File: config.mk
export PLATFORM = sky130hd
export DESIGN_NAME = quiz_lockout_arbiter
export DESIGN_NICKNAME = d
export VERILOG_FILES = /design/src/rtl/quiz_lockout_arbiter.sv
export SDC_FILE = /design/constraint.sdc
export NUM_CORES = 1
export LEC_CHECK = 0
export BUFFER_PORTS_ARGS = -buffer_cell sky130_fd_sc_hd__buf_2
export CAP_MARGIN = 15
export CORE_ASPECT_RATIO = 1.2
export CORE_UTILIZATION = 40
export DETAILED_ROUTE_END_ITERATION = 12
export MAX_ROUTING_LAYER = met4
export SLEW_MARGIN = 5
export SYNTH_ARGS = -nofsm -noshare
export SYNTH_HDL_FRONTEND = slang
export SYNTH_SLANG_ARGS = --single-unit
File: constraint.sdc
create_clock -name clk -period 2.5 [get_ports clk]
set_clock_uncertainty 0.05 [all_clocks]
set_input_delay 0.5 -clock clk [delete_from_list [all_inputs] [get_ports clk]]
set_output_delay 0.5 -clock clk [all_outputs]
set_load 0.005 [all_outputs]
File: src/rtl/quiz_lockout_arbiter.sv
// First-press-wins quiz arbiter: host arm, lockout, per-answer countdown and bell tone code.
// Optional early-press foul detection is built when QUIZ_FOUL_DETECT_EN is defined.
//
// state   | meaning
// IDLE    | waiting for host start
// ARMED   | armed, first press wins
// LOCKED  | winner latched, countdown running
// TIMEOUT | countdown expired, hold until clear
// FOUL    | early press in IDLE, hold until clear
module quiz_lockout_arbiter #(
  parameter int N_PLAYERS  = 8,
  parameter int ID_W       = 3,
  parameter int TICK_DIV   = 50000000,
  parameter int ANSWER_SEC = 10
) (
  input  logic                 clk,
  input  logic                 rst,
  input  logic                 start,
  input  logic                 clear,
  input  logic [N_PLAYERS-1:0] key_n,
  output logic [2:0]           state,
  output logic                 winner_valid,
  output logic [ID_W-1:0]      winner_id,
  output logic                 foul_valid,
  output logic [ID_W-1:0]      foul_id,
  output logic [7:0]           countdown,
  output logic [2:0]           bell_code
);

  localparam int TICK_W = $clog2(TICK_DIV);

  typedef enum logic [2:0] {
    S_IDLE    = 3'd0,
    S_ARMED   = 3'd1,
    S_LOCKED  = 3'd2,
    S_TIMEOUT = 3'd3,
    S_FOUL    = 3'd4
  } state_t;

  state_t                st;
  logic [N_PLAYERS-1:0]  sync1, sync2, sync3, press;
  logic [TICK_W-1:0]     tick_cnt;
  logic [ID_W-1:0]       press_id;

  // Buttons are active-low; a press is a registered 1->0 transition after the synchronizer.
  always_ff @(posedge clk or posedge rst) begin
    if (rst) begin
      sync1 <= '1;
      sync2 <= '1;
      sync3 <= '1;
      press <= '0;
    end else begin
      sync1 <= key_n;
      sync2 <= sync1;
      sync3 <= sync2;
      press <= sync3 & ~sync2;
    end
  end

  function automatic logic [ID_W-1:0] lowest_idx(input logic [N_PLAYERS-1:0] v);
    logic [ID_W-1:0] idx;
    idx = '0;
    for (int i = N_PLAYERS - 1; i >= 0; i--)
      if (v[i]) idx = ID_W'(i);
    return idx;
  endfunction

  assign press_id = lowest_idx(press);
  assign state    = st;

`ifdef QUIZ_FOUL_DETECT_EN
  logic            foul_valid_r;
  logic [ID_W-1:0] foul_id_r;
  assign foul_valid = foul_valid_r;
  assign foul_id    = foul_id_r;
`else
  assign foul_valid = 1'b0;
  assign foul_id    = '0;
`endif

  always_ff @(posedge clk or posedge rst) begin
    if (rst) begin
      st           <= S_IDLE;
      winner_valid <= 1'b0;
      winner_id    <= '0;
      countdown    <= '0;
      bell_code    <= '0;
      tick_cnt     <= '0;
`ifdef QUIZ_FOUL_DETECT_EN
      foul_valid_r <= 1'b0;
      foul_id_r    <= '0;
`endif
    end else if (clear) begin
      st           <= S_IDLE;
      winner_valid <= 1'b0;
      countdown    <= '0;
      bell_code    <= '0;
`ifdef QUIZ_FOUL_DETECT_EN
      foul_valid_r <= 1'b0;
`endif
    end else begin
      case (st)
        S_IDLE: begin
          if (start) begin
            st <= S_ARMED;
`ifdef QUIZ_FOUL_DETECT_EN
          end else if (|press) begin
            st           <= S_FOUL;
            foul_valid_r <= 1'b1;
            foul_id_r    <= press_id;
            bell_code    <= 3'd5;
`endif
          end
        end
        S_ARMED: begin
          if (|press) begin
            st           <= S_LOCKED;
            winner_valid <= 1'b1;
            winner_id    <= press_id;
            countdown    <= 8'(ANSWER_SEC);
            tick_cnt     <= '0;
            bell_code    <= 3'd1;
          end
        end
        S_LOCKED: begin
          if (tick_cnt == TICK_W'(TICK_DIV - 1)) begin
            tick_cnt <= '0;
            // Win chime lasts only until the first tick wrap.
            if (countdown <= 8'd1) begin
              st        <= S_TIMEOUT;
              countdown <= '0;
              bell_code <= 3'd7;
            end else begin
              countdown <= countdown - 8'd1;
              bell_code <= 3'd0;
            end
          end else begin
            tick_cnt <= tick_cnt + TICK_W'(1);
          end
        end
        S_TIMEOUT: ;
`ifdef QUIZ_FOUL_DETECT_EN
        S_FOUL: ;
`endif
        default: st <= S_IDLE;
      endcase
    end
  end

endmodule

Word-level counts from Yosys, hierarchy flattened. Cells that the tools add are included. Widths: inputs -> output; s select.

$add $sub $neg: 2. $mul: 0. Divide/modulo/power cells: 0. Magnitude comparators: 1. Equal/unequal tests: 10. Shift-type cells: 0. Multiplexer cells: 30. Bitwise logic cells: 3. Reduce and logical (&&, ||, !) cells: 11.

Operators with widths (number): $mux 26 (2); $pmux 26 s2 (1); $mux 3 (17); $mux 8 (4); $add 26x1->26 const B (1); $eq 26x26->1 const B (1); $pmux 8 s2 (1); $ne 3x3->1 const B (4); $pmux 3 s4 (1); $reduce_and 3->1 (3); $and 8x8->8 (1); $le 8x1->1 const B (1); $not 8->8 (1); $reduce_or 8->1 (1); $sub 8x1->8 const B (1); $eq 3x2->1 const B (2); $pmux 3 s2 (1); $reduce_bool 2->1 (3); $reduce_and 5->1 (1); $ne 2x2->1 const B (2); $eq 3x1->1 const B (1); $logic_not 3->1 (1); $mux 1 (3); $reduce_bool 3->1 (1); 2 further kinds (2).

Register bits after elaboration: 76. Latch bits: 0. Memory bits (writable): 0. Memory bits (read-only): 0. Input port bits: 12. Output and inout bits: 22. Logic and storage cells: 67. Memories: 0.

Depth between registers and ports, before layout. Gate-level depths: netlist of the first run.

Depth after elaboration: 8. Depth in mapped cells: 8. Depth with buffers taken out: 7.

Least setup slack after synthesis of the first run. No wires, ideal clock.

Path kind: flip-flop to flip-flop. Start point: reg st[0], in the netlist state[0]. End point: reg tick_cnt[20]. Library setup time: 77 ps. Arrival time: 1957 ps. Required time: 2373 ps. Slack: 416 ps. Stages on the path, launching flop included: 8. Path buffers: 0. Cell sequence: dfrtp_1 > inv_1 > ha_1 > nor2_1 > a311oi_1 > nand4b_1 > or4_1 > a21oi_1.

Longest elaborated chain between the ends: 3.

Ends and longest elaborated chain: start: declaration (line 40) `state_t st;`; start signal: assignment (line 83) `st <= S_IDLE;`; start signal: assignment (line 94) `st <= S_IDLE;`; start signal: assignment (line 105) `st <= S_ARMED;`; $eq 3x1->1 / $eq 3x2->1 (equally long branches) (line 102) `case (st)`; $ne 2x2->1 (no source line) / $reduce_bool 2->1 (equally long branches); $reduce_and 3->1 (no source line); end signal: assignment (line 138) `tick_cnt <= tick_cnt + TICK_W'(1);`; end: declaration (line 42) `logic [TICK_W-1:0] tick_cnt;`.

Several ways; a longest one is shown, not always the timed one. A chain may end at the register's enable or synchronous reset.

Worst setup path after layout of the first run.
Start point: reg countdown[0]. End point: reg countdown[4].

Longest elaborated chain between the ends: 5.

Ends and longest elaborated chain: start: declaration (line 26) `output logic [7:0] countdown,`; start signal: assignment (line 120) `countdown <= 8'(ANSWER_SEC);`; start signal: assignment (line 134) `countdown <= countdown - 8'd1;`; $sub 8x1->8 / $le 8x1->1 (equally long branches) (line 134, 129); $mux 8 (*) (line 129) `if (countdown <= 8'd1) begin`; $mux 8 (*) (line 126) `if (tick_cnt == TICK_W'(TICK_DIV - 1)) begin`; $pmux 8 s2 (*) (line 102); $mux 8 (*) (line 93) `end else if (clear) begin`.

Mark *: on every way between the ends. The rest lies on a longest branch, timed or not. The select of a mux whose other input is x is not followed.

==> results of run 1 <==
[final timing paths]
check / start / end / slack (ns) / cells past startpoint
max in group asynchronous: rst / sync3[2]$_DFF_PP1_ / 1.81 / 3
min in group clk: key_n[0] / sync1[0]$_DFF_PP1_ / 0.18 / 1
worst max register to register: countdown[0]$_DFFE_PP0P_ / countdown[4]$_DFFE_PP0P_ / 0.20 / 7
worst min-delay path: rst / tick_cnt[0]$_DFFE_PP0P_ / 0.17 / 3
worst max-delay path: countdown[0]$_DFFE_PP0P_ / countdown[4]$_DFFE_PP0P_ / 0.20 / 7
worst min register to register: sync1[4]$_DFF_PP1_ / sync2[4]$_DFF_PP1_ / 0.31 / 0
[power by group through the flow]
stage               combinational, µW  sequential, µW  clock [µW]
detailed placement                573            1410           0
floorplan                         383            1400           0
CTS                               575            1390        1020
global placement                  569            1400           0
finish                            577            1390         988
global route                      650            1400        1080
[cell families (layout without fill, tap and decap cells)]
| family | after synthesis | in the layout | synth area share (%) |
|---|---|---|---|
| compound gates | 46 | 46 | 9.06 |
| xor+xnor | 19 | 19 | 4.86 |
| fa+ha+maj | 7 | 7 | 2.56 |
| buf+inv | 30 | 74 | 4.46 |
| flops | 74 | 74 | 55.0 |
| mux | 2 | 2 | 0.585 |
| other cells | 1 | 5 | 0.110 |
| simple gates | 142 | 142 | 23.4 |
[registers in the layout, indices dropped and copies added (netlist names)]
register      cells
tick_cnt         26
winner_valid      1
sync1             8
bell_code         2
press             8
sync3             8
countdown         8
state             2
winner_id         3
sync2             8
[layer usage]
metal	track usage, %	wire [µm]	up-vias
li1	-	-	1228
met3	4.29	214	12
met2	27.5	3340	46
met4	7.95	142	0
met1	22.8	3230	1267
met5	-	0	-
[cell type report]
class	instances	area [µm²]
fillers	793	4250
flip-flops and latches	74	1880
multi-input cells	221	1410
repair buffers	42	245
well taps	114	143
clock buffers	9	124
clock inverters	7	82.6
inverters	16	60.1
[worst max-delay path, delay by kind of cell, from the launching register on]
kind / cells / cell delay (ns)
and+or+nand+nor: 3 / 0.82
adders and majority gates: 1 / 0.26
DFF: 1 / 0.45
buffers and inverters: 1 / 0.07
AOI/OAI and AO/OA: 2 / 0.55
[repair_timing]
item                                    in CTS  in global routing
gates resized for setup                      0                  1
endpoints found under the setup margin       0                  1
hold buffers                                 0                  0
[per-stage QoR]
step           instance area [µm²]  util [%]  setup WS [ns]
5_1_grt                       3950      48.1         0.0298
3_5_place_dp                  3730      45.5          0.197
2_1_floorplan                 3440         -          0.108
4_1_cts                       3940      48.1          0.193
3_3_place_gp                  3730      45.5          0.322
6_report                      3950      48.1          0.203
[layout by cell type, fill, tap and decap left out, types with 2 or more instances in the layout]
cell,instances
dfrtp_1,50
nor2_1,33
buf_2,28
dfstp_2,24
nand2_1,19
nand3_1,19
xor2_1,18
nand4_1,17
inv_1,15
a21oi_1,14
buf_4,14
nor2b_1,10
clkbuf_8,9
nor3_1,8
o31ai_1,7
ha_1,7
nor4_1,5
o21ai_0,5
conb_1,5
or4_1,4
o311ai_1,3
or3_1,3
o41ai_1,3
inv_6,3
mux2i_1,2
o21a_1,2
nor4b_1,2
nand2b_1,2
and4_1,2
nand4b_1,2
==> impl_metrics.env, run 1 <==
export IMPL_max_cap_violations=0
export IMPL_comb_power_share_pct=19.6
export IMPL_clock_sinks=74
export IMPL_postCtsSetupBuffers=0
export IMPL_wl_um=6940
export IMPL_cts_root_buffer="clkbuf_8"
export IMPL_synth_edf_count=0
export IMPL_dpl_cell_count=467
export IMPL_netlist_area_mm2=0.00342
export IMPL_grt_usage_pct=18.0
export IMPL_grt_max_degree=44
export IMPL_synth_common_cells="50 x dfrtp_1, 33 x nor2_1, 24 x dfstp_2"
export IMPL_rsz0062_at_grt="false"
export IMPL_synthDistinctLibCells=58
export IMPL_slew_viol_final=0
export IMPL_clkTransAtPathRegs_ns=0.09
export IMPL_hold_path_class="input pin to asynchronous set/reset pin"
export IMPL_status="complete, no violations"
export IMPL_numCtsBuffers=9
export IMPL_routedWlPerCell_um=14.4
export IMPL_worstSetupStartpointType="flip-flop"
export IMPL_diodes=0
export IMPL_io_pins=34
export IMPL_synthArstFlopShare_pct=100
export IMPL_powerDensity_mw_per_mm2=748
export IMPL_clk_path_buf_depth=2
export IMPL_synth_most_common_cell="dfrtp_1"
export IMPL_dieWidth_um=86.5
export IMPL_switchingPower_uw=946
export IMPL_synthCells=321
export IMPL_worst_skew_pair_late_latency_ns=0.36
export IMPL_fin_cells=483
export IMPL_crit_chain="inv_1 -> ha_1 -> or2_2 -> a31o_2 -> nor2_1 -> nand3_1 -> o31ai_1"
export IMPL_port_buffers=28
export IMPL_place_congestion=0.834
export IMPL_finalCriticalPeriod_ns=2.30
export IMPL_antenna_found_initial=0
export IMPL_area_growth_pct=15.3
export IMPL_tns_ns=0
export IMPL_avgViaCountPerCell=5.29
export IMPL_cts_tree="done"
export IMPL_cp_slowest_cell="dfrtp_1"
export IMPL_power_frac_clock_pct=33.5
export IMPL_yosys_area_top_type="dfrtp_1"
export IMPL_drc_errors=0
export IMPL_whs_ns=0.166
export IMPL_yosysWarningCount=0
export IMPL_finalPower_uw=2950
export IMPL_dr_pass1_iters=4
export IMPL_layout_drive_gt1_share_pct=26.0
export IMPL_rows=36
export IMPL_start_util_pct=41.8
export IMPL_seqPwrFrac_pct=47.0
export IMPL_drtIter0Drc=192
export IMPL_ys_seq_area_share_pct=55.0
export IMPL_required_ns=2.72
export IMPL_finalHoldViolCount=0
export IMPL_fmax_ghz=0.435
export IMPL_die_height_um=103
export IMPL_worst_ep_arrival_time_ns=2.52
export IMPL_avgSynthCellArea_um2=10.7
export IMPL_postRouteAntennaNets=0
export IMPL_end_kind="flip-flop"
export IMPL_synth_area_top_cells="dfrtp_1 37%, dfstp_2 18%, xor2_1 4.6%, nor2_1 3.6%, nand4_1 3.1%"
export IMPL_overflow=0
export IMPL_crit_path_max_incr_delay_ns=0.45
export IMPL_htreeDepth=3
export IMPL_synth_top_area_share_pct=36.5
export IMPL_ys_flop_type="dfrtp_1"
export IMPL_cp_max_fo=7
export IMPL_fin_crit_sh_pct=91.9
export IMPL_grt_pass1_vias=2420
export IMPL_nets=383
export IMPL_worstMarginPinSlew_ns=0.633
export IMPL_dp_hpwl_um=4750
export IMPL_dr_total_vias=2553
export IMPL_dieArea_mm2=0.00893
export IMPL_internal_power_uw=2010
export IMPL_p_leak_uw=0.00177
export IMPL_p_sw_share_pct=32.0
export IMPL_grt_pass1_wl_um=11700
export IMPL_irDropWorstVdd_mv=0.447
export IMPL_maxSlewHeadroom_pct=57.4
export IMPL_ys_seq_elements=74
export IMPL_setup_viol=0
export IMPL_coreArea_mm2=0.00820
export IMPL_crit_type="flip-flop to flip-flop"
No activity file was read; power rests on OpenSTA's default activity.
==> inputs of run 2 (changes only) <==
--- a/config.mk
+++ b/config.mk
@@ -5,7 +5,7 @@
 export SDC_FILE = /design/constraint.sdc
 export NUM_CORES = 1
 export LEC_CHECK = 0
-export BUFFER_PORTS_ARGS = -buffer_cell sky130_fd_sc_hd__buf_2
+export BUFFER_PORTS_ARGS = -buffer_cell sky130_fd_sc_hd__buf_4
 export CAP_MARGIN = 15
 export CORE_ASPECT_RATIO = 1.2
 export CORE_UTILIZATION = 40
==> constraint.sdc (replaced) <==
create_clock -name clk -period 2.6 [get_ports clk]
set_clock_uncertainty 0.05 [all_clocks]
set_input_delay 0.52 -clock clk [delete_from_list [all_inputs] [get_ports clk]]
set_output_delay 0.52 -clock clk [all_outputs]
set_load 0.005 [all_outputs]
==> run 2 against run 1 <==
  * Via count decreased by 3.2%
  * Global-route usage decreased by 1.0 points
  * Worst setup slack improved by 0.10 ns
  * Register-to-register slack improved by 0.10 ns
  * First-iteration DRC count decreased by 36%
  * Sequential cell count unchanged
  * Critical endpoint unchanged
  * Highest routed layer unchanged
==> impl_metrics.env, run 2 (synthesis gave the netlist of run 1 again) <==
export IMPL_critPathBufInv=1
export IMPL_pre_cts_ws_ns=0.313
export IMPL_reg2reg_to="countdown[4]$_DFFE_PP0P_"
export IMPL_whs_ns=0.208
export IMPL_rsz0062_at_grt="false"
export IMPL_postCtsSetupBuffers=0
export IMPL_cts_tree="done"
export IMPL_status="complete, no violations"
export IMPL_drtIter0Drc=122
export IMPL_worstMarginPinSlew_ns=0.735
export IMPL_avgViaCountPerCell=5.17
export IMPL_finalCriticalPeriod_ns=2.29
export IMPL_dr_total_vias=2471
export IMPL_wl_um=6650
export IMPL_grt_pass1_wl_um=11200
export IMPL_largest_register_ffs=26
export IMPL_place_congestion=0.936
export IMPL_cts_hold_buf=0
export IMPL_grt_pass1_vias=2299
export IMPL_area_growth_pct=16.4
export IMPL_finalInstanceArea_mm2=0.00399
export IMPL_worst_skew_pair_late_latency_ns=0.35
export IMPL_crit_chain="inv_1 -> ha_1 -> or2_2 -> a31o_2 -> nor2_1 -> nand3_1 -> o31ai_1"
export IMPL_rows=36
export IMPL_p_leak_uw=0.00176
export IMPL_setup_ws_ns=0.308
export IMPL_numCtsBuffers=9
export IMPL_nFillCells=780
export IMPL_worst_ep_arrival_time_ns=2.51
export IMPL_crit_end="countdown[4]$_DFFE_PP0P_"
export IMPL_drc_errors=0
export IMPL_postRouteAntennaNets=0
export IMPL_coreArea_mm2=0.00820
export IMPL_clkTransAtPathRegs_ns=0.09
export IMPL_reg2reg_slack_ns=0.31
export IMPL_clock_sinks=74
export IMPL_r2r_start="countdown[0]$_DFFE_PP0P_"
export IMPL_routedWlPerCell_um=13.9
export IMPL_worstSetupStartpointType="flip-flop"
export IMPL_clk_path_buf_depth=2
export IMPL_slew_viol_final=0
export IMPL_largest_register="tick_cnt"
export IMPL_diodes=0
export IMPL_max_cap_violations=0
export IMPL_dr_pass1_iters=4
export IMPL_hold_path_class="input pin to asynchronous set/reset pin"
export IMPL_antenna_found_initial=0
export IMPL_required_ns=2.81
export IMPL_fmax_ghz=0.436
export IMPL_layout_drive_gt1_share_pct=24.7
export IMPL_dpl_cell_area_mm2=0.00378
export IMPL_io_pins=34
export IMPL_die_height_um=103
export IMPL_overflow=0
export IMPL_startpoint="countdown[0]$_DFFE_PP0P_"
export IMPL_nets=378
export IMPL_start_util_pct=41.8
export IMPL_port_buffers=28
export IMPL_finalHoldViolCount=0
export IMPL_maxSlewHeadroom_pct=50.6
export IMPL_cp_depth=7
export IMPL_cts_root_buffer="clkbuf_8"
export IMPL_fin_crit_sh_pct=88.2
export IMPL_dieArea_mm2=0.00893
export IMPL_end_kind="flip-flop"
export IMPL_cp_slowest_cell="dfrtp_1"
export IMPL_crit_family="simple AND/OR/NAND/NOR gates"
export IMPL_post_route_util_pct=48.6
export IMPL_cp_max_fo=7
export IMPL_powerDensity_mw_per_mm2=716
export IMPL_mostFrequentLayoutCell="dfrtp_1"
export IMPL_irDropWorstVdd_mv=0.558
export IMPL_htreeDepth=3
export IMPL_dp_hpwl_um=4590
export IMPL_r2r_cells=7
export IMPL_grt_usage_pct=16.9
export IMPL_crit_type="flip-flop to flip-flop"
export IMPL_dieWidth_um=86.5
export IMPL_ctsResizeCount=0
export IMPL_grt_max_degree=75
export IMPL_layout_common_cells="50 x dfrtp_1, 36 x buf_4, 33 x nor2_1"
export IMPL_setup_viol=0
export IMPL_tns_ns=0
export IMPL_crit_path_max_incr_delay_ns=0.46
## run 2: worst min path at each step
stage	to	slack, ns	cells after the start
global placement	sync2[0]$_DFF_PP1_	0.30	0
finish	countdown[3]$_DFFE_PP0P_	0.21	3
CTS	sync1[2]$_DFF_PP1_	0.20	1
global route	sync1[2]$_DFF_PP1_	0.19	1
detailed placement	sync2[7]$_DFF_PP1_	0.30	0
floorplan	sync2[0]$_DFF_PP1_	0.30	0
## run 2: final cells by class
class,count,area [µm²],area share (%)
Multi-Input combinational cell,221,1400,35.2
Sequential cell,74,1880,47.2
Tap cell,114,143,3.58
Inverter,16,60.1,1.51
Clock inverter,7,82.6,2.07
Timing Repair Buffer,37,290,7.28
Clock buffer,9,124,3.11
## run 2: per-layer routing
layer  global-route usage [%]  vias up  wire length [µm]
met4                     6.28        0                78
met2                     27.1       44              3210
met1                     21.4     1203              3130
met5                        -        -                 0
li1                         -     1218                 -
met3                     3.41        6               232
## run 2: worst reg2reg max path, stage by stage, from the launching register on
cell     delay [ns]
dfrtp_1        0.46
inv_1          0.07
ha_1           0.27
or2_2          0.33
a31o_2         0.30
nor2_1         0.33
nand3_1        0.16
o31ai_1        0.25
## run 2: power by group
part / switching (µW) / total [µW] / internal (µW)
Combinational: 346 / 586 / 241
Clock: 468 / 930 / 462
Sequential: 75.3 / 1340 / 1260
## run 2: metrics by stage
stage	total power (µW)	std cells
2_1_floorplan	1720	325
3_3_place_gp	1940	462
3_5_place_dp	1950	462
4_1_cts	2900	478
5_1_grt	3040	478
6_report	2850	478
